**src/rtl/apb_master_bridge.sv**
```systemverilog
// apb_master_bridge: turns a valid/ready command channel into single APB
// transfers and returns read data and error status on a held response channel.
// A wait-state counter aborts an ACCESS phase that never sees pready.
module apb_master_bridge #(
  parameter int TIMEOUT = 16
) (
  input  logic        pclk,
  input  logic        presetn,
  // command channel
  input  logic        cmd_valid,
  output logic        cmd_ready,
  input  logic        cmd_write,
  input  logic [31:0] cmd_addr,
  input  logic [31:0] cmd_wdata,
  // response channel
  output logic        rsp_valid,
  input  logic        rsp_ready,
  output logic [31:0] rsp_rdata,
  output logic        rsp_err,
  output logic        rsp_timeout,
  // APB requester side
  output logic        psel,
  output logic        penable,
  output logic        pwrite,
  output logic [31:0] paddr,
  output logic [31:0] pwdata,
  input  logic [31:0] prdata,
  input  logic        pready,
  input  logic        pslverr
);

  // Counter is wide enough to hold TIMEOUT itself; a disabled timeout
  // still keeps a 1-bit counter so the datapath stays uniform.
  localparam int            CW     = (TIMEOUT < 1) ? 1 : $clog2(TIMEOUT + 1);
  localparam bit            TMO_EN = (TIMEOUT != 0);
  localparam logic [CW-1:0] TO_VAL = CW'(TIMEOUT);

  typedef enum logic [1:0] {
    ST_IDLE   = 2'd0,
    ST_SETUP  = 2'd1,
    ST_ACCESS = 2'd2,
    ST_RESP   = 2'd3
  } state_t;

  state_t        r_state;
  logic          r_cmd_ready;
  logic          r_psel;
  logic          r_penable;
  logic          r_pwrite;
  logic [31:0]   r_paddr;
  logic [31:0]   r_pwdata;
  logic          r_rsp_valid;
  logic [31:0]   r_rsp_rdata;
  logic          r_rsp_err;
  logic          r_rsp_timeout;
  logic [CW-1:0] r_wait_cnt;

  logic          w_accept;
  logic          w_complete;
  logic          w_abort;
  logic          w_release;

  // Handshake qualifiers. pready only matters in ACCESS; a completion on the
  // same edge the counter hits its limit takes priority over the abort.
  assign w_accept   = (r_state == ST_IDLE) && cmd_valid && r_cmd_ready;
  assign w_complete = (r_state == ST_ACCESS) && pready;
  assign w_abort    = (r_state == ST_ACCESS) && !pready && TMO_EN &&
                      (r_wait_cnt == TO_VAL);
  assign w_release  = (r_state == ST_RESP) && rsp_ready;

  // Phase sequencer with all bus and response outputs registered.
  always_ff @(posedge pclk or negedge presetn) begin
    if (!presetn) begin
      r_state       <= ST_IDLE;
      r_cmd_ready   <= 1'b1;
      r_psel        <= 1'b0;
      r_penable     <= 1'b0;
      r_pwrite      <= 1'b0;
      r_paddr       <= '0;
      r_pwdata      <= '0;
      r_rsp_valid   <= 1'b0;
      r_rsp_rdata   <= '0;
      r_rsp_err     <= 1'b0;
      r_rsp_timeout <= 1'b0;
      r_wait_cnt    <= '0;
    end else begin
      case (r_state)
        ST_IDLE: begin
          if (w_accept) begin
            r_state     <= ST_SETUP;
            r_cmd_ready <= 1'b0;
            r_psel      <= 1'b1;
            r_penable   <= 1'b0;
            r_pwrite    <= cmd_write;
            r_paddr     <= cmd_addr;
            // pwdata is forced to zero for reads so the bus never carries
            // stale or unrelated write data.
            r_pwdata    <= cmd_write ? cmd_wdata : '0;
          end
        end

        ST_SETUP: begin
          r_state    <= ST_ACCESS;
          r_penable  <= 1'b1;
          r_wait_cnt <= '0;
        end

        ST_ACCESS: begin
          if (w_complete) begin
            r_state       <= ST_RESP;
            r_psel        <= 1'b0;
            r_penable     <= 1'b0;
            r_rsp_valid   <= 1'b1;
            // prdata is only looked at for reads, so Z/X on writes is dropped.
            r_rsp_rdata   <= r_pwrite ? 32'h0 : prdata;
            r_rsp_err     <= pslverr;
            r_rsp_timeout <= 1'b0;
          end else if (w_abort) begin
            r_state       <= ST_RESP;
            r_psel        <= 1'b0;
            r_penable     <= 1'b0;
            r_rsp_valid   <= 1'b1;
            r_rsp_rdata   <= 32'h0;
            r_rsp_err     <= 1'b1;
            r_rsp_timeout <= 1'b1;
          end else if (TMO_EN) begin
            r_wait_cnt <= r_wait_cnt + CW'(1);
          end
        end

        ST_RESP: begin
          if (w_release) begin
            r_state       <= ST_IDLE;
            r_cmd_ready   <= 1'b1;
            r_rsp_valid   <= 1'b0;
            r_rsp_rdata   <= 32'h0;
            r_rsp_err     <= 1'b0;
            r_rsp_timeout <= 1'b0;
          end
        end

        default: begin
          r_state     <= ST_IDLE;
          r_cmd_ready <= 1'b1;
          r_psel      <= 1'b0;
          r_penable   <= 1'b0;
          r_rsp_valid <= 1'b0;
        end
      endcase
    end
  end

  assign cmd_ready   = r_cmd_ready;
  assign psel        = r_psel;
  assign penable     = r_penable;
  assign pwrite      = r_pwrite;
  assign paddr       = r_paddr;
  assign pwdata      = r_pwdata;
  assign rsp_valid   = r_rsp_valid;
  assign rsp_rdata   = r_rsp_rdata;
  assign rsp_err     = r_rsp_err;
  assign rsp_timeout = r_rsp_timeout;

endmodule

```
**config.mk**
```make
export PLATFORM = sky130hd
export DESIGN_NAME = apb_master_bridge
export DESIGN_NICKNAME = d
export VERILOG_FILES = /design/src/rtl/apb_master_bridge.sv
export SDC_FILE = /design/constraint.sdc
export NUM_CORES = 1
export LEC_CHECK = 0
export CAP_MARGIN = 5
export CORE_ASPECT_RATIO = 1.4
export CORE_UTILIZATION = 46
export CTS_BUF_LIST = sky130_fd_sc_hd__clkbuf_2
export DETAILED_ROUTE_END_ITERATION = 8
export PLACE_DENSITY = 0.93
export SYNTH_ARGS = -nofsm -noshare
export SYNTH_HDL_FRONTEND = slang
export SYNTH_SLANG_ARGS = --single-unit
```
**constraint.sdc**
```tcl
create_clock -name pclk -period 4.8 [get_ports pclk]
set_input_delay 1.44 -clock pclk [delete_from_list [all_inputs] [get_ports pclk]]
set_output_delay 1.44 -clock pclk [all_outputs]
set_load 0.01 [all_outputs]
```
Word-level counts from Yosys, hierarchy flattened --
Cells that the tools add are included.
Word-level totals: memory bits (read-only) 0, memories kept 0, latch bits 0, bits of input ports 103, bits in registers 110, RAM bits 0
Operators by class: mux-type cells 30, divide/modulo/power cells 0, bitwise gates (word level) 0, $lt $le $gt $ge 0, eq/ne operators 9, add/sub/neg operators 1, reduce and logical (&&, ||, !) cells 20, $mul 0, shift operators 0
Operators by type and width (number):
- $mux W32 | 5
- $pmux W32 S2 | 1
- $reduce_and A3 Y1 | 6
- $mux W1 | 10
- $mux W5 | 2
- $pmux W1 S2 | 5
- $pmux W5 S2 | 1
- $mux W2 | 4
- $ne A2 B2 Y1 const B | 4
- $pmux W2 S4 | 1
- $reduce_bool A2 Y1 | 4
- $logic_and A1 B1 Y1 | 6
- $add A5 B1 Y5 const B | 1
- $eq A5 B5 Y1 const B | 1
- $eq A2 B2 Y1 const B | 2
- $ne A3 B3 Y1 const B | 1
- $pmux W1 S3 | 1
- $reduce_bool A3 Y1 | 1
- $eq A2 B1 Y1 const B | 1
- $logic_not A2 Y1 | 1
- $reduce_and A2 Y1 | 1
- $logic_not A1 Y1 | 1

Logic depth before layout (Yosys ltp) --
depth in word-level cells 6, depth in mapped cells 7, depth with buffers taken out 5

Worst setup path after synthesis --
No wires, ideal clock.
path type input to register, from input port pready, to register r_penable (netlist: penable), path slack 2.440 ns, library setup time 0.128 ns, arrival time 2.232 ns, buffers on the path 0, stages on the path 3, path through and2b_1 > a221oi_2 > mux2_1
On the way: word-level cells in the longest chain between the ends 5
RTL lines:
- start: declaration | line 28 | input logic pready,
- $logic_not A1 Y1 | line 67 | assign w_abort = (r_state == ST_ACCESS) && !pready && TMO_EN &&
- $logic_and A1 B1 Y1 (2 in a row) | line 67
- $ne A3 B3 Y1 (no source line)
- $reduce_and A3 Y1 (no source line)
- end signal: assignment | line 77 | r_penable <= 1'b0;
- end signal: assignment | line 93 | r_penable <= 1'b0;
- end signal: assignment | line 104 | r_penable <= 1'b1;
- end: declaration | line 48 | logic r_penable;
Several ways; a longest one is shown, not always the timed one. A chain may end at the register's enable or synchronous reset.

Worst setup path after layout --
from register r_cmd_ready (netlist: cmd_ready), to output port cmd_ready
RTL lines:
- start: declaration | line 46 | logic r_cmd_ready;
- start signal: assignment | line 75 | r_cmd_ready <= 1'b1;
- start signal: assignment | line 91 | r_cmd_ready <= 1'b0;
- start signal: assignment | line 134 | r_cmd_ready <= 1'b1;
- end: declaration | line 11 | output logic cmd_ready,
No word-level cell between the ends.

==> results.md <==
Floorplan:
- The die is 85.77 microns wide.
- The floorplan has 42 rows.
- The area of the placeable core is ~0.0095 sq mm.
- The floorplan step defined a die boundary enclosing 0.01023 sq mm.
- In this run the vertical extent of the chip is 119.3 microns.
- The effective utilization at floorplan is between 40% and 50%.
- 206 I/O pins were placed.

Synth:
- Summed over its instances, the top area cell type makes up 60.35% of the synthesized netlist area.
- Yosys attributes the largest share of cell area to sky130_fd_sc_hd__dfrtp_1 60%, sky130_fd_sc_hd__mux2_2 8.7%, sky130_fd_sc_hd__a22o_2 5.8%.
- The share of flip-flops with an asynchronous set or reset after synthesis is 100.0%.
- The synthesized netlist net count is 469.
- A synthesized cell averages between 10 and 15 sq um.
- Yosys mapped a number of flops with a built-in enable equal to 0.
- During synthesis, Yosys emitted a total of 0 warnings.
- The number of distinct library cell variants in the gate-level netlist after synthesis is 44.
- The largest total area in the synthesized netlist belongs to sky130_fd_sc_hd__dfrtp_1.
- Synthesis produced a netlist whose cell count is 358.
- The register bit total from synthesis is 110.
- Sequential elements use 60.94% of the synthesized area.
- The mapped cell area is around 0.0045 sq mm.
- Among all flip-flop cells after synthesis, the most frequent one is sky130_fd_sc_hd__dfrtp_1.

Min path:
- In this run the worst hold path is classified as reg -> reg.
- The worst hold path startpoint is pwdata[14].

Global route:
- The largest net degree at the start of global routing is between 80 and 90.
- The overall global routing resource usage is 23.08%.
- The overflow left after global routing is 0.
- The initial antenna violation count is 0.
- The first global-routing pass estimated 18.02 mm of wire.
- The via count of the first global-routing pass is ~3,600.

Clock network:
- The maximum number of buffers from clock root to sink is 2.
- The clock latency at the later pin of the worst-skew pair is 580 ps.
- The clock tree from TritonCTS is built.
- After clock tree synthesis, the repair step resized 0 gates.
- The root buffer cell chosen for the clock tree is sky130_fd_sc_hd__clkbuf_2.
- The number of buffers inserted for hold repair after clock tree synthesis is 0.
- In this run the number of H-tree levels came out at 3.
- Clock-pin slew was measured on the worst setup and hold paths at 260 ps.
- CTS saw 110 sinks.
- In this run the post-CTS setup repair buffer count came out at 0.
- The number of clock buffers added by TritonCTS is 9.

Critical path:
- The launch point of the critical path is cmd_ready.
- At the worst endpoint, the arrival time is 1810 ps.
- In this run the critical register-to-register path is launched from r_state[0].
- The number of buffers and inverters on the critical path is 1.
- The largest individual stage delay along the critical path comes from the cell sky130_fd_sc_hd__dfstp_2.
- Of all nets on the critical path, the largest fanout is 6.
- The peak per-stage delay on the critical path is 660 ps.
- The worst setup path is captured at a primary output.
- STA classifies the critical path startpoint as a register.
- STA puts the critical path data required time at 3360 ps.
- The signal on the critical path passes through clkdlybuf4s50_1.
- The family with the most delay on the worst path is flip-flops.
- The kind of critical path is reg -> out.

Timing:
- Setup repair after global routing left no endpoint under its margin.
- After layout, the minimum clock period comes to roughly 3200 ps.
- The final setup TNS is 0 ps.
- Headroom to the max-slew limit came out at between 10% and 20%.
- Setup violations remaining at the end of the flow were counted as 0.
- The number of pins exceeding their max-slew limit in the final report came to 0.
- The count of final hold-check violations is 0.
- For the pin with the worst max-slew slack, the measured transition is about 1300 ps.
- The period utilization is 67.64%.
- Clock skew on the completed layout was measured at around 21 ps.
- The maximum operating frequency is 308.0 MHz.

Finish:
- After filler insertion, the fill cell instance count of the layout stands at 668.
- The leading cell type in the layout, fill and taps excluded is sky130_fd_sc_hd__clkdlybuf4s50_1.
- The area growth from synthesis to final layout is 48.03%.
- The post-route netlist has 15.77% of its cells at a drive strength greater than 1.
- The final instance area is 0.006690 sq mm.
- Leaving out fill and tap cells, the most frequent cells in the layout are 204 x sky130_fd_sc_hd__clkdlybuf4s50_1, 109 x sky130_fd_sc_hd__dfrtp_1, 67 x sky130_fd_sc_hd__nand2_1, 35 x sky130_fd_sc_hd__mux2_2, 32 x sky130_fd_sc_hd__o21ai_0.
- The number of nets in the finished design is 665.
- The antenna diode instance count is 0.

Placed design:
- Routability-driven placement finished with a final weighted congestion of around 0.77.
- The half-perimeter wire length after detailed placement is 8.323 mm.
- The count of buffers added on input and output ports is 205.
- The area after detailed placement is 0.006613 sq mm.

Detailed routing:
- The via-per-instance ratio is 5.142.
- The routed length per instance is approximately 17 microns.
- The pre-antenna-repair detailed-routing pass consisted of 4 iterations.
- The via total after detailed routing is roughly 3,500.
- The DRC marker count from the first detailed-route iteration is 190.
- The detail route stage leaves a number of antenna-violating nets equal to 0.
- The number of DRC violations after detailed routing is 0.
- The routed design has 11.53 mm of wire.

Power:
- IR analysis of the VDD net gives a maximum drop of 0.3258 mV.
- The total leakage power is about 0.0029 uW.
- The power per unit of standard cell area is approximately 550 mW/mm^2.

Flow run:
- Max-cap violations in this run came to 0.

Run status:
- The flow ran to the end, and the final reports show no timing, DRC or antenna violations.
[Yosys cell counts (all sizes together) (2+ instances only)]
| cell | instances |
|---|---|
| a21oi | 2 |
| a22o | 32 |
| a31oi | 2 |
| and3 | 2 |
| buf | 14 |
| clkbuf | 8 |
| dfrtp | 109 |
| ha | 8 |
| inv | 6 |
| mux2 | 36 |
| nand2 | 67 |
| nand2b | 5 |
| nand3 | 4 |
| nor2 | 2 |
| o211ai | 3 |
| o21ai | 37 |
| xor2 | 2 |
[tightest hold or removal path: stages (launching register included)]
cell	delay, ps
sky130_fd_sc_hd__dfrtp_1	400
sky130_fd_sc_hd__nand2_1	40
sky130_fd_sc_hd__o21ai_0	60
[layer usage]
metal / GRT usage, % / part of all wire [%]
met2: 39.80 / 53
met1: 26.08 / 37
met3: 7.415 / 7.5
met5: 0 / 0
met4: 9.583 / 2.5
[final timing paths]
path                       cells past startpoint  slack [ps]       endpoint
max                                            1        1550      cmd_ready
min                                            2         520     pwdata[14]
max reg2reg                                    5        2130   rsp_rdata[8]
min reg2reg                                    2         520     pwdata[14]
max in group asynchronous                      2        2820      paddr[12]
min in group asynchronous                      1         970  rsp_rdata[21]
[sequential cells by signal (all words and copies together), names as in the netlist]
register     cells
rsp_err          1
pwdata          32
cmd_ready        1
rsp_timeout      1
rsp_valid        1
r_wait_cnt       5
r_state          2
rsp_rdata       32
pwrite           1
paddr           32
penable          1
psel             1
[layout make-up]
type	count	area, sq um	share of cell area (%)
Sequential cell	110	2754	41.16
Timing Repair Buffer	207	2064	30.86
Multi-Input combinational cell	220	1607	24.01
Tap cell	132	165.2	2.469
Clock buffer	10	50.05	0.7481
Clock inverter	5	27.53	0.4114
Inverter	6	22.52	0.3366
[metrics by stage]
step                cells  worst slack, ps  total power, uW  hold WS (ps)  util, %
floorplan             358             2440             2372         507.3        -
global placement      675             1403             3264         462.4    69.52
detailed placement    675             1364             3349         469.8    69.52
CTS                   690             1507             3707         522.2    70.34
global route          690             1455             3884         553.0    70.34
finish                690             1553             3674         515.0    70.34
[cells by family (layout without fill, tap and decap cells)]
| kind of cell | Yosys count | in the layout | share of synthesized area (%) |
|---|---|---|---|
| AND/OR/NAND/NOR | 88 | 88 | 9.275 |
| flip-flops | 110 | 110 | 60.94 |
| adder cells (fa/ha/maj) | 8 | 8 | 2.215 |
| multiplexers | 37 | 37 | 9.192 |
| AO/OA/AOI/OAI | 85 | 85 | 14.31 |
| buffers and inverters | 28 | 228 | 3.682 |
| XOR/XNOR | 2 | 2 | 0.3877 |
[power breakdown]
part           internal [uW]  switching [uW]  total [uW]
combinational           1050             734        1780
sequential              1310             231        1540
clock                   62.7             289         352
No activity file was read; power rests on OpenSTA's default activity.
